<file path="config.mk">
export PLATFORM = sky130hd
export DESIGN_NAME = ssd_capture_flat
export DESIGN_NICKNAME = d
export VERILOG_FILES = /design/src/rtl/ssd_pkg.sv /design/src/rtl/ssd_capture_if.sv /design/src/rtl/ssd_stable_filter.sv /design/src/rtl/ssd_capture.sv /design/src/flat_wrapper.sv
export SDC_FILE = /design/constraint.sdc
export NUM_CORES = 1
export LEC_CHECK = 0
export ABC_AREA = 1
export CAP_MARGIN = 20
export CORE_MARGIN = 2
export CORE_UTILIZATION = 41
export DETAILED_ROUTE_END_ITERATION = 7
export GPL_TIMING_DRIVEN = 0
export PLACE_DENSITY = 0.58
export SLEW_MARGIN = 20
export SYNTH_ARGS = -nofsm -noshare
export SYNTH_HDL_FRONTEND = slang
export SYNTH_SLANG_ARGS = --single-unit
</file>
<file path="constraint.sdc">
create_clock -name clk -period 2.25 [get_ports clk]
set_clock_uncertainty 0.15 [all_clocks]
set_input_delay 0.45 -clock clk [delete_from_list [all_inputs] [get_ports clk]]
set_output_delay 0.45 -clock clk [all_outputs]
set_load 0.01 [all_outputs]
</file>
<file path="src/rtl/ssd_pkg.sv">
// rtl/ssd_pkg.sv - seven-segment glyph table and decode helper shared by encoder and capture
package ssd_pkg;

  typedef logic [6:0] seg_t;

  typedef enum logic {
    ST_TRACK = 1'b0,
    ST_HELD  = 1'b1
  } filt_state_t;

  typedef struct packed {
    logic [3:0] hex;
    logic       valid;
    logic       blank;
  } digit_t;

  localparam seg_t SEG_BLANK = 7'h00;

  localparam seg_t SEG_GLYPH [16] = '{
    7'h3F, 7'h06, 7'h5B, 7'h4F, 7'h66, 7'h6D, 7'h7D, 7'h07,
    7'h7F, 7'h6F, 7'h77, 7'h7C, 7'h39, 7'h5E, 7'h79, 7'h71
  };

  // Returns {match, hex}; only exact glyph patterns match.
  function automatic logic [4:0] seg_to_hex(input seg_t s);
    logic [4:0] r;
    r = 5'h00;
    for (int i = 0; i < 16; i++) begin
      if (s == SEG_GLYPH[i]) r = {1'b1, 4'(i)};
    end
    return r;
  endfunction

endpackage

</file>
<file path="src/rtl/ssd_capture_if.sv">
// rtl/ssd_capture_if.sv - multiplexed Pmod SSD lines as seen by driver and capture
interface ssd_capture_if;
  import ssd_pkg::*;

  seg_t seg;
  logic chip_sel;

  modport master (output seg, output chip_sel);
  modport slave  (input  seg, input  chip_sel);

endinterface

</file>
<file path="src/rtl/ssd_stable_filter.sv">
// rtl/ssd_stable_filter.sv - two-flop synchroniser plus TRACK/HELD stability filter
module ssd_stable_filter
  import ssd_pkg::*;
#(
  parameter int WIDTH         = 8,
  parameter int STABLE_CYCLES = 16
) (
  input  logic             clk,
  input  logic             reset,
  input  logic [WIDTH-1:0] din,
  output logic             accept,
  output logic [WIDTH-1:0] sample
);

  localparam logic [7:0] STABLE_CNT = 8'(STABLE_CYCLES);

  logic [WIDTH-1:0] sync1;
  logic [WIDTH-1:0] sync2;
  logic [WIDTH-1:0] prev;
  logic [7:0]       stab_cnt;
  logic [7:0]       cnt_inc;
  logic             same;
  filt_state_t      state;

  assign same    = (sync2 == prev);
  assign cnt_inc = (stab_cnt == 8'hFF) ? stab_cnt : stab_cnt + 8'd1;

  always_ff @(posedge clk) begin
    if (reset) begin
      sync1    <= '0;
      sync2    <= '0;
      prev     <= '0;
      stab_cnt <= 8'd0;
      state    <= ST_TRACK;
      accept   <= 1'b0;
      sample   <= '0;
    end else begin
      sync1  <= din;
      sync2  <= sync1;
      prev   <= sync2;
      accept <= 1'b0;
      case (state)
        ST_TRACK: begin
          if (same) begin
            stab_cnt <= cnt_inc;
            if (cnt_inc == STABLE_CNT) begin
              accept <= 1'b1;
              sample <= sync2;
              state  <= ST_HELD;
            end
          end else begin
            stab_cnt <= 8'd1;
          end
        end
        ST_HELD: begin
          // One accept per stable interval; any change re-arms the filter.
          if (!same) begin
            stab_cnt <= 8'd1;
            state    <= ST_TRACK;
          end
        end
        default: state <= ST_TRACK;
      endcase
    end
  end

endmodule

</file>
<file path="src/rtl/ssd_capture.sv">
// rtl/ssd_capture.sv - recovers the two hex digits shown on a multiplexed Pmod SSD
module ssd_capture
  import ssd_pkg::*;
#(
  parameter int STABLE_CYCLES  = 16,
  parameter int TIMEOUT_CYCLES = 2_000_000
) (
  input  logic         clk,
  input  logic         reset,
  ssd_capture_if.slave pmod,
  output logic [3:0]   digit_lo,
  output logic [3:0]   digit_hi,
  output logic         valid_lo,
  output logic         valid_hi,
  output logic         blank_lo,
  output logic         blank_hi,
  output logic         update,
  output logic         bad_pattern,
  output logic         stale
);

  localparam int         TW   = $clog2(TIMEOUT_CYCLES + 1);
  localparam logic [TW-1:0] TMAX = TW'(TIMEOUT_CYCLES);

  logic       acc;
  logic [7:0] sample;
  logic       sel;
  seg_t       pat;
  logic [4:0] dec;
  digit_t     lo_q, hi_q, cur, nxt;
  logic [TW-1:0] to_lo, to_hi, to_lo_n, to_hi_n;

  ssd_stable_filter #(
    .WIDTH         (8),
    .STABLE_CYCLES (STABLE_CYCLES)
  ) u_filter (
    .clk    (clk),
    .reset  (reset),
    .din    ({pmod.chip_sel, pmod.seg}),
    .accept (acc),
    .sample (sample)
  );

  assign sel = sample[7];
  assign pat = sample[6:0];
  assign dec = seg_to_hex(pat);
  assign cur = sel ? hi_q : lo_q;

  always_comb begin
    nxt = cur;
    if (pat == SEG_BLANK) begin
      nxt.blank = 1'b1;
      nxt.valid = 1'b0;
    end else if (dec[4]) begin
      nxt.hex   = dec[3:0];
      nxt.valid = 1'b1;
      nxt.blank = 1'b0;
    end else begin
      nxt.valid = 1'b0;
      nxt.blank = 1'b0;
    end
  end

  // Per-digit refresh watchdogs, saturating at TMAX.
  always_comb begin
    to_lo_n = (to_lo == TMAX) ? to_lo : to_lo + 1'b1;
    to_hi_n = (to_hi == TMAX) ? to_hi : to_hi + 1'b1;
    if (acc && !sel) to_lo_n = '0;
    if (acc && sel)  to_hi_n = '0;
  end

  always_ff @(posedge clk) begin
    if (reset) begin
      lo_q        <= '0;
      hi_q        <= '0;
      update      <= 1'b0;
      bad_pattern <= 1'b0;
      stale       <= 1'b0;
      to_lo       <= '0;
      to_hi       <= '0;
    end else begin
      update <= 1'b0;
      to_lo  <= to_lo_n;
      to_hi  <= to_hi_n;
      stale  <= (to_lo_n == TMAX) || (to_hi_n == TMAX);
      if (acc) begin
        if (sel) hi_q <= nxt;
        else     lo_q <= nxt;
        update <= (nxt != cur);
        if (!dec[4] && pat != SEG_BLANK) bad_pattern <= 1'b1;
      end
    end
  end

  assign digit_lo = lo_q.hex;
  assign valid_lo = lo_q.valid;
  assign blank_lo = lo_q.blank;
  assign digit_hi = hi_q.hex;
  assign valid_hi = hi_q.valid;
  assign blank_hi = hi_q.blank;

endmodule

</file>
<file path="src/flat_wrapper.sv">
// flat-port wrapper written by rule: the top's interface ports become plain ports
module ssd_capture_flat import ssd_pkg::*;
#(
  parameter int STABLE_CYCLES  = 16,
  parameter int TIMEOUT_CYCLES = 2_000_000
)
  (clk, reset, digit_lo, digit_hi, valid_lo, valid_hi, blank_lo, blank_hi, update, bad_pattern, stale, pmod_seg, pmod_chip_sel);
  ssd_capture_if pmod_i ();
  input  logic clk;
  input  logic reset;
  output logic [3:0] digit_lo;
  output logic [3:0] digit_hi;
  output logic valid_lo;
  output logic valid_hi;
  output logic blank_lo;
  output logic blank_hi;
  output logic update;
  output logic bad_pattern;
  output logic stale;
  input wire logic [$bits(pmod_i.seg)-1:0] pmod_seg;
  input wire logic [$bits(pmod_i.chip_sel)-1:0] pmod_chip_sel;
  assign pmod_i.seg = pmod_seg;
  assign pmod_i.chip_sel = pmod_chip_sel;
  ssd_capture #(.STABLE_CYCLES(STABLE_CYCLES), .TIMEOUT_CYCLES(TIMEOUT_CYCLES)) u_core (.clk(clk), .reset(reset), .pmod(pmod_i), .digit_lo(digit_lo), .digit_hi(digit_hi), .valid_lo(valid_lo), .valid_hi(valid_hi), .blank_lo(blank_lo), .blank_hi(blank_hi), .update(update), .bad_pattern(bad_pattern), .stale(stale));
endmodule
</file>
==> results.md, run 1 <==
* Outcome: finished clean
* Detailed Route WL at 12.43 mm
* Startpoint Class: flop
* Worst Max-Slew Pin Slew at 0.7030 ns
* Root Driver: clkbuf_16
* Post-DP HPWL at 9.144 mm
* Hold WC Path Type: reg2reg
* Worst R2R Setup Slack at 0.11 ns
* Synth Flop Type: dfxtp_1
* Share of cells above drive strength 1 at 0.1981
* Number of global-route vias before repair at 4604
* Cell count of the worst reg-to-reg path at 14
* Total iterations of the first detailed-routing run at 5
* EDFF count, synth at 0
* CP Max Fanout at 4
* Worst EP required at 2.38 ns
* DIE HEIGHT at 116.2 µm
* Worst r2r src: u_core.to_hi[0]
* H-tree depth at 3
* Total chip power at 3.482 mW
* Static leakage at 2.621 nW
* Worst Setup End Kind: flop
* Ys Warns at 0
* Most common cell after layout, fill and taps aside: nand2_1
* Die width at 116.2 µm
* Fin. Hold Viols at 0
* Grt total ovfl at 0
* Post-route ant nets at 0
* Global-route wire length before repair at 20.93 mm
* Sequential share of the synthesized area at 0.3840
* Commonest non-fill, non-tap cells in the layout: nand2_1 (146), nor2_1 (142), inv_1 (115)
* Final instance area at 6342 µm²
* WHS Path Cells at 2
* Clock tree buffer depth at 2
* Post-synth net total at 787
* Initial Utilization at 0.4244
* Critical R2R Capture: u_core.stale
* Fmax at 0.4663 GHz
* Total GRT Usage at 0.1976
* CTS Sinks at 99
* Synth cell types at 42
* Hold Path Sink: u_core.u_filter.sync2[4]
* Core Box Area at 12160 µm²
* MaxCap Viol Count at 0
* Row count at 40
* Initial antenna violation count at 0
* Kind of critical path: reg2reg
* P per Cell Area at 549.0 nW/µm²
* Worst-path clk slew at 0.06 ns
* Max-slew violations at 0
* DR vias at 4825
* Die area at 13500 µm²
* PortBufs at 24
* Drt drc at 0
* Hold path start: u_core.u_filter.sync1[4]
* # nets final at 838
* Cells after synthesis at 772
* Skew-Pair Late Insertion Delay at 0.35 ns
* Seq cells post-synth at 99
* CP arrival at 2.28 ns
* Max_slew headroom at 0.5313
* Post-Syn Area at 5161 µm²
* Initial DRC Count at 248
* RePlAce Congestion at 0.9061
* CTS buffer count at 9
* Routed length per instance at 12.48 µm
* Syn avg cell area at 6.685 µm²
* Ys async rst share at 0
* Hold Buf Count CTS at 0
* RSZ-0062 raised after global routing: true
* CTS tree: done
* Synth-to-layout area growth at 22.88%
* Peak VDD IR at 0.3017 mV
* Tmin final at 2.144 ns
* Setup-failing EPs final at 0
* Via/cell ratio at 4.844
* Placed instance area at 5612 µm²
* Ant diodes at 0
* I/O pin total at 25
* Largest net degree at the start of global routing at 16
* Period utilization at 0.9530
[how the worst max path moves through the flow]
stage | cells after the start | to | start | slack, ns
floorplan | 14 | u_core.u_filter.sample[4] | u_core.u_filter.stab_cnt[0] | 0.18
global placement | 7 | u_core.to_lo[13] | u_core.u_filter.sample[7] | -0.24
detailed placement | 10 | u_core.stale | u_core.u_filter.sample[7] | -0.23
CTS | 14 | u_core.u_filter.sample[7] | u_core.u_filter.stab_cnt[1] | 0.0003
global route | 14 | u_core.stale | u_core.to_hi[0] | -0.07
finish | 14 | u_core.stale | u_core.to_hi[0] | 0.11
[sequential cells by signal, summed over array words and instances, names as in the netlist, 4 cells and up]
signal,cells
u_core.to_hi,21
u_core.to_lo,21
u_core.u_filter.prev,8
u_core.u_filter.sample,8
u_core.u_filter.stab_cnt,8
u_core.u_filter.sync1,8
u_core.u_filter.sync2,8
u_core.digit_hi,4
u_core.digit_lo,4
[per-layer routing]
| metal | wire [µm] | track usage |
|---|---|---|
| met1 | 5750 | 0.2554 |
| met2 | 5981 | 0.3314 |
| met3 | 422 | 0.03477 |
| met4 | 272 | 0.07460 |
| met5 | 0 | 0 |
[Yosys cell counts (all sizes together), types with 3 or more instances]
library cell	instances	area (µm²)
nor2	179	734.5
o21ai	31	162.7
inv	128	480.5
nor3	13	70.07
buf	3	18.77
nand3b	3	35.03
nand2	157	601.8
xnor2	4	35.03
clkbuf	10	37.54
a21oi	15	78.83
or2	10	62.56
a31oi	3	18.77
ha	5	62.56
nor4	3	33.78
dfxtp	99	1982
nand4	15	106.4
xor2	23	209.0
o22ai	11	68.82
nand3	54	312.8
[stage by stage]
step | std cells | worst slack (ns) | hold slack [ns] | setup TNS, ns | utilization
2_1_floorplan | 772 | 0.1771 | 0.2383 | 0 | -
3_3_place_gp | 964 | -0.2382 | 0.2417 | -11.00 | 0.4614
3_5_place_dp | 964 | -0.2329 | 0.2470 | -10.30 | 0.4614
4_1_cts | 988 | 0.0003220 | 0.2566 | 0 | 0.4935
5_1_grt | 996 | -0.07396 | 0.2691 | -0.1541 | 0.5215
6_report | 996 | 0.1056 | 0.2530 | 0 | 0.5215
[cells by family (layout without fill, tap and decap cells)]
logic type,after synthesis,in the layout,synth area share
AO/OA/AOI/OAI,64,64,0.07031
XOR/XNOR,27,27,0.04727
AND/OR/NAND/NOR,436,436,0.3823
adder cells (fa/ha/maj),5,5,0.01212
flip-flops,99,99,0.3840
buffers and inverters,141,197,0.1040
[report_power, final]
part,internal [mW],switching [mW]
Combinational,0.0817,0.111
Sequential,1.78,0.0266
Clock,0.814,0.671
[repair_timing]
item / 4_1_cts / 5_1_grt
setup endpoints to repair: 22 / 24
buffers inserted: 9 / 8
pin swaps: 9 / 24
resized for setup: 16 / 95
hold endpoints to repair: 0 / 0
[critical path, stage by stage, from the launching register on]
cell and delay [ns]:
dfxtp_4 0.39, ha_4 0.16, inv_1 0.07, nor2_4 0.13, nand2_4 0.08, nor2_4 0.12, xor2_2 0.20, nand2_1 0.07
nor2_1 0.11, nand2_1 0.07, nor2_2 0.09, nand3_1 0.08, nor2_1 0.10, nand3_1 0.10, a21oi_2 0.14
[final cells by class]
type / instances / area (µm²)
Fill cell: 1235 / 5819
Tap cell: 168 / 210.2
Inverter: 128 / 490.5
Sequential cell: 99 / 2034
Multi-Input combinational cell: 532 / 2899
Clock buffer: 13 / 260.3
Clock inverter: 3 / 21.27
Buffer: 12 / 55.05
Timing Repair Buffer: 41 / 371.6
No activity file was read; power rests on OpenSTA's default activity.
==> inputs of run 2 (changes only) <==
--- a/config.mk
+++ b/config.mk
@@ -11,7 +11,7 @@
 export CORE_UTILIZATION = 41
 export DETAILED_ROUTE_END_ITERATION = 7
 export GPL_TIMING_DRIVEN = 0
-export PLACE_DENSITY = 0.58
+export PLACE_DENSITY = 0.65
 export SLEW_MARGIN = 20
 export SYNTH_ARGS = -nofsm -noshare
 export SYNTH_HDL_FRONTEND = slang
==> results.md, run 2 (synthesis results as in run 1) <==
* Outcome: finished clean (unchanged)
* Wire length on met3 at 469 µm (was 422 µm)
* Ant diodes at 0 (unchanged)
* Setup-failing EPs final at 0 (unchanged)
* Post-route ant nets at 0 (unchanged)
* DR vias at 4677 (was 4825)
* Max-slew violations at 0 (unchanged)
* P per Cell Area at 561.0 nW/µm² (was 549.0 nW/µm²)
* Worst Setup End Kind: flop (unchanged)
* Hold WC Path Type: reg2reg (unchanged)
* Hold path start: u_core.u_filter.sync1[0] (was u_core.u_filter.sync1[4])
* Hold Buf Count CTS at 0 (unchanged)
* Total GRT Usage at 0.1763 (was 0.1976)
* Via/cell ratio at 4.705 (was 4.844)
* Worst Max-Slew Pin Slew at 0.6534 ns (was 0.7030 ns)
* Slowest-stage cell, CP: dfxtp_4 (unchanged)
* Sw Pwr at 882.7 µW (was 808.5 µW)
* Period utilization at 0.9512 (was 0.9530)
* H-tree depth at 3 (unchanged)
* Static leakage at 2.637 nW (was 2.621 nW)
* Die width at 116.2 µm (unchanged)
* Worst EP required at 2.38 ns (about the same)
* Internal at 2.638 mW (was 2.673 mW)
* Synth-to-layout area growth at 21.60% (was 22.88%)
* Peak VDD IR at 0.3576 mV (was 0.3017 mV)
* DIE HEIGHT at 116.2 µm (unchanged)
* Clock network power share at 0.433 (was 0.426)
* Wl on met1 at 5.713 mm (was 5.750 mm)
* Detailed Route WL at 11.29 mm (was 12.43 mm)
* Comb power frac at 0.054 (was 0.055)
* Sw Ratio at 0.2507 (was 0.2322)
* Initial Utilization at 0.4244 (unchanged)
* Root Driver: clkbuf_16 (unchanged)
* Tmin final at 2.140 ns (was 2.144 ns)
* Total chip power at 3.521 mW (was 3.482 mW)
* Skew-Pair Late Insertion Delay at 0.35 ns (about the same)
* Final worst slack at 0.1099 ns (was 0.1056 ns)
* # nets final at 836 (was 838)
* Max_slew headroom at 0.5644 (was 0.5313)
* Total iterations of the first detailed-routing run at 5 (unchanged)
* Routed length per instance at 11.36 µm (was 12.48 µm)
* Commonest non-fill, non-tap cells in the layout: nor2_1 (154), nand2_1 (148), inv_1 (116) (was nand2_1 (146), nor2_1 (142), inv_1 (115))
* Slowest stage delay, CP at 0.37 ns (was 0.39 ns)
* Drt drc at 0 (unchanged)
* Highest Signal Layer: met4 (unchanged)
* Clock tree buffer depth at 2 (unchanged)
* CTS tree: done (unchanged)
* Largest net degree at the start of global routing at 20 (was 16)
* MaxCap Viol Count at 0 (unchanged)
* Global-route wire length before repair at 19.00 mm (was 20.93 mm)
* Post-DP HPWL at 8.332 mm (was 9.144 mm)
* Dpl cells at 964 (unchanged)
* Biggest regs: u_core.to_hi: 21 flops, u_core.to_lo: 21 flops (unchanged)
* Number of global-route vias before repair at 4181 (was 4604)
* CTS buffer count at 9 (unchanged)
* Share of cells above drive strength 1 at 0.1719 (was 0.1981)
* Beginning of the critical path: u_core.u_filter.stab_cnt[0] (was u_core.to_hi[0])
* Core Box Area at 12160 µm² (unchanged)
* RSZ-0062 raised after global routing: true (unchanged)
* Die area at 13500 µm² (unchanged)
* CTS Sinks at 99 (unchanged)
* I/O pin total at 25 (unchanged)
* RePlAce Congestion at 0.9193 (was 0.9061)
* Sequential power share at 0.513 (was 0.518)
* Post-Place Setup Slack at -0.1973 ns (was -0.2329 ns)
* Layout Cells excl Fill at 994 (was 996)
* PortBufs at 24 (unchanged)
* Kind of critical path: reg2reg (unchanged)
* Worst-path clk slew at 0.07 ns (was 0.06 ns)
* Row count at 40 (unchanged)
* Startpoint Class: flop (unchanged)
* Fmax at 0.4673 GHz (was 0.4663 GHz)
* CP Max Fanout at 7 (was 4)
* CP cell instances: ha_4 > nand2_4 > inv_4 > nand4_4 > nor2_4 > nor2_4 > nand2_2 > xor2_2 > inv_1 > nor2_2 > nand3_4 > buf_12 > nand2_4 > nand2_1 > nor2_1 (was ha_4 > inv_1 > nor2_4 > nand2_4 > nor2_4 > xor2_2 > nand2_1 > nor2_1 > nand2_1 > nor2_2 > nand3_1 > nor2_1 > nand3_1 > a21oi_2)
* Initial DRC Count at 297 (was 248)
* Most common cell after layout, fill and taps aside: nor2_1 (was nand2_1)
* CP arrival at 2.27 ns (was 2.28 ns)
* FILL cells at 1239 (was 1235)
* Initial antenna violation count at 0 (unchanged)
* Grt total ovfl at 0 (unchanged)
* Fin. Hold Viols at 0 (unchanged)
* Worst r2r src: u_core.u_filter.stab_cnt[0] (was u_core.to_hi[0])
* WL met2 at 4.923 mm (was 5.981 mm)
## run 2: final cells by class
type	instances	area (µm²)	area share
Buffer	12	58.81	0.009370
Multi-Input combinational cell	532	2828	0.4506
Clock buffer	9	225.2	0.03589
Sequential cell	99	2023	0.3224
Timing Repair Buffer	39	382.9	0.06100
Tap cell	168	210.2	0.03349
Clock inverter	7	65.06	0.01037
Inverter	128	483.0	0.07695
## run 2: worst paths after layout
| path | to | slack [ns] | depth (start not counted) |
|---|---|---|---|
| hold reg to reg | u_core.u_filter.sync2[0] | 0.24 | 2 |
| setup reg to reg | u_core.u_filter.sample[6] | 0.11 | 15 |
| hold / removal | u_core.u_filter.sync2[0] | 0.24 | 2 |
| setup / recovery | u_core.u_filter.sample[6] | 0.11 | 15 |
## run 2: power groups by stage
stage / Combinational (mW) / Sequential [mW] / Clock, mW
floorplan: 0.120 / 1.84 / 0
CTS: 0.169 / 1.80 / 1.56
finish: 0.190 / 1.80 / 1.53
global placement: 0.167 / 1.84 / 0
detailed placement: 0.168 / 1.84 / 0
global route: 0.218 / 1.81 / 1.62
## run 2: critical path, delay by kind of cell (launching register included)
family | cells | cell delay [ns]
fa+ha+maj | 1 | 0.14
simple gates | 10 | 0.94
buf+inv | 3 | 0.32
xor+xnor | 1 | 0.16
flops | 1 | 0.37
## run 2: repair_timing
action	4_1_cts	5_1_grt
pin swaps	4	18
setup buffers	2	12
resized for setup	3	80
endpoints found under the setup margin	20	23
cloned	0	1
## run 2: routing by layer
metal	vias up	global-route usage
met5	-	0
met4	0	0.06587
met3	13	0.03010
met2	89	0.2752
met1	2076	0.2452
li1	2499	-
## run 2: stage by stage
stage               TNS [ns]  hold slack, ns    util  cell area (µm²)
finish                     0          0.2375  0.5160             6276
global route         -0.1823          0.2684  0.5160             6276
CTS                        0          0.2473  0.4880             5934
detailed placement    -6.140          0.2433  0.4614             5612
global placement      -5.323          0.2414  0.4614             5612
floorplan                  0          0.2383       -             5161
==> inputs of run 3 (changes only) <==
--- a/config.mk
+++ b/config.mk
@@ -11,7 +11,7 @@
 export CORE_UTILIZATION = 41
 export DETAILED_ROUTE_END_ITERATION = 7
 export GPL_TIMING_DRIVEN = 0
-export PLACE_DENSITY = 0.65
+export PLACE_DENSITY = 0.63
 export SLEW_MARGIN = 20
 export SYNTH_ARGS = -nofsm -noshare
 export SYNTH_HDL_FRONTEND = slang
==> constraint.sdc (replaced) <==
create_clock -name clk -period 2.1 [get_ports clk]
set_clock_uncertainty 0.15 [all_clocks]
set_input_delay 0.42 -clock clk [delete_from_list [all_inputs] [get_ports clk]]
set_output_delay 0.42 -clock clk [all_outputs]
set_load 0.01 [all_outputs]
==> results.md, run 3 (synthesis results as in run 1) <==
* Peak VDD IR at 0.3415 mV (was 0.3576 mV)
* Hold slack at 0.2389 ns (was 0.2375 ns)
* Detailed Route WL at 12.17 mm (was 11.29 mm)
* Hold Buf Count CTS at 0 (unchanged)
* Initial DRC Count at 274 (was 297)
* Core Box Area at 12160 µm² (unchanged)
* Die width at 116.2 µm (unchanged)
* Clock tree buffer depth at 2 (unchanged)
* Violations in the final reports: setup timing
* Tmin final at 2.156 ns (was 2.140 ns)
* Die area at 13500 µm² (unchanged)
* Crit path to: u_core.u_filter.sample[3] (was u_core.u_filter.sample[6])
* Biggest regs: u_core.to_hi: 21 flops, u_core.to_lo: 21 flops (unchanged)
* Cell count of the worst reg-to-reg path at 15 (unchanged)
* Max_slew headroom at 0.5941 (was 0.5644)
* MaxCap Viol Count at 0 (unchanged)
* Worst r2r src: u_core.u_filter.stab_cnt[0] (unchanged)
* Ant diodes at 0 (unchanged)
* Routed length per instance at 12.05 µm (was 11.36 µm)
* Initial antenna violation count at 0 (unchanged)
* # nets final at 852 (was 836)
* RSZ-0062 raised after global routing: true (unchanged)
* Synth-to-layout area growth at 27.47% (was 21.60%)
* Root Driver: clkbuf_16 (unchanged)
* Area of the multi-input gates at 2957 µm² (was 2828 µm²)
* Post-route ant nets at 0 (unchanged)
* Post-DP HPWL at 8.808 mm (was 8.332 mm)
* Worst EP required at 2.25 ns (was 2.38 ns)
* Fmax at 0.4638 GHz (was 0.4673 GHz)
* I/O pin total at 25 (unchanged)
* CP Max Fanout at 6 (was 7)
* Total iterations of the first detailed-routing run at 4 (was 5)
* Commonest non-fill, non-tap cells in the layout: nand2_1 (146), nor2_1 (140), inv_1 (113) (was nor2_1 (154), nand2_1 (148), inv_1 (116))
* Largest net degree at the start of global routing at 19 (was 20)
* PortBufs at 24 (unchanged)
* Period utilization at 1.027 (was 0.9512)
* CTS tree: done (unchanged)
* CTS buffer count at 9 (unchanged)
* RePlAce Congestion at 0.9059 (was 0.9193)
* FILL cells at 1177 (was 1239)
* Row count at 40 (unchanged)
* Total GRT Usage at 0.1931 (was 0.1763)
* Number of global-route vias before repair at 4641 (was 4181)
* Worst Max-Slew Pin Slew at 0.6089 ns (was 0.6534 ns)
* Worst-path clk slew at 0.07 ns (about the same)
* Global-route wire length before repair at 20.64 mm (was 19.00 mm)
* Beginning of the critical path: u_core.u_filter.stab_cnt[0] (unchanged)
* H-tree depth at 3 (unchanged)
* Share of cells above drive strength 1 at 0.2352 (was 0.1719)
* Startpoint Class: flop (unchanged)
* Grt total ovfl at 0 (unchanged)
* DR vias at 4885 (was 4677)
* CTS Sinks at 99 (unchanged)
* Via/cell ratio at 4.837 (was 4.705)
* Kind of critical path: reg2reg (unchanged)
* Setup-failing EPs final at 8 (was 0)
* CP arrival at 2.30 ns (was 2.27 ns)
* Drt drc at 0 (unchanged)
* Sequential cell area at 2049 µm² (was 2023 µm²)
* Worst R2R Setup Slack at -0.06 ns (was 0.11 ns)
* DIE HEIGHT at 116.2 µm (unchanged)
* Outcome: finished with violations (was finished clean)
* Skew-Pair Late Insertion Delay at 0.36 ns (was 0.35 ns)
* Max-slew violations at 0 (unchanged)
* Initial Utilization at 0.4244 (unchanged)
* Worst Setup End Kind: flop (unchanged)
* Final worst slack at -0.05604 ns (was 0.1099 ns)
* Hold WC Path Type: reg2reg (unchanged)
* Total Neg Setup Slack at -0.3235 ns (was 0 ns)
* Static leakage at 2.742 nW (was 2.637 nW)
* Critical R2R Capture: u_core.u_filter.sample[3] (was u_core.u_filter.sample[6])
* Fin. Hold Viols at 0 (unchanged)
* Most common cell after layout, fill and taps aside: nand2_1 (was nor2_1)
* P per Cell Area at 589.7 nW/µm² (was 561.0 nW/µm²)
[run 3: final cells by class]
cell class / count / area share
well taps: 168 / 0.03195
flip-flops and latches: 99 / 0.3115
repair buffers: 55 / 0.07684
multi-input cells: 532 / 0.4494
plain buffers: 12 / 0.009319
inverters: 128 / 0.07379
clock buffers: 9 / 0.03423
clock inverters: 7 / 0.01293
[run 3: report_power, final]
group	internal, mW	switching, mW
sequential	1.90	0.0276
combinational	0.0954	0.125
clock	0.947	0.782
[run 3: what timing repair did]
| item | CTS | global route |
|---|---|---|
| pin swaps | 23 | 25 |
| cloned | 1 | 0 |
| resized for setup | 58 | 81 |
| setup endpoints to repair | 33 | 19 |
| setup buffers | 23 | 7 |
[run 3: worst min path at each step]
stage                             start                        to  slack, ns  cells after the start
3_3_place_gp   u_core.u_filter.sync1[6]  u_core.u_filter.sync2[6]       0.24                      2
5_1_grt        u_core.u_filter.sync1[4]  u_core.u_filter.sync2[4]       0.27                      2
3_5_place_dp   u_core.u_filter.sync1[2]  u_core.u_filter.sync2[2]       0.24                      2
6_report       u_core.u_filter.sync1[0]  u_core.u_filter.sync2[0]       0.24                      2
2_1_floorplan  u_core.u_filter.sync1[0]  u_core.u_filter.sync2[0]       0.24                      2
4_1_cts        u_core.u_filter.sync1[2]  u_core.u_filter.sync2[2]       0.25                      2
[run 3: through the flow]
| stage | std cells | setup slack, ns | util | cell area (µm²) | power [mW] |
|---|---|---|---|---|---|
| after detailed placement | 964 | -0.4022 | 0.4614 | 5612 | 2.153 |
| after floorplan | 772 | 0.02708 | - | 5161 | 2.095 |
| after global placement | 964 | -0.3804 | 0.4614 | 5612 | 2.150 |
| after global routing | 1010 | -0.2430 | 0.5409 | 6579 | 4.027 |
| final | 1010 | -0.05604 | 0.5409 | 6579 | 3.880 |
| after CTS | 1003 | -0.05583 | 0.5189 | 6311 | 3.918 |
[run 3: worst max-delay path: stages, from the launching register on]
cell and delay, ns:
dfxtp_2 0.36, ha_4 0.15, nand2_4 0.06, inv_4 0.07, nand4_4 0.08, nor2_4 0.17, inv_2 0.07, nand3_2 0.07
xor2_1 0.17, inv_1 0.10, nor2_4 0.12, nand3_4 0.16, buf_12 0.17, nand2_2 0.04, nand2_1 0.04, nor2_1 0.11
[run 3: per-layer routing]
layer | wire (µm) | track usage | vias to the layer above
li1 | - | - | 2532
met1 | 5784 | 0.2438 | 2243
met2 | 5634 | 0.3244 | 90
met3 | 468 | 0.03373 | 20
met4 | 283 | 0.08571 | 0
met5 | 0 | 0 | -
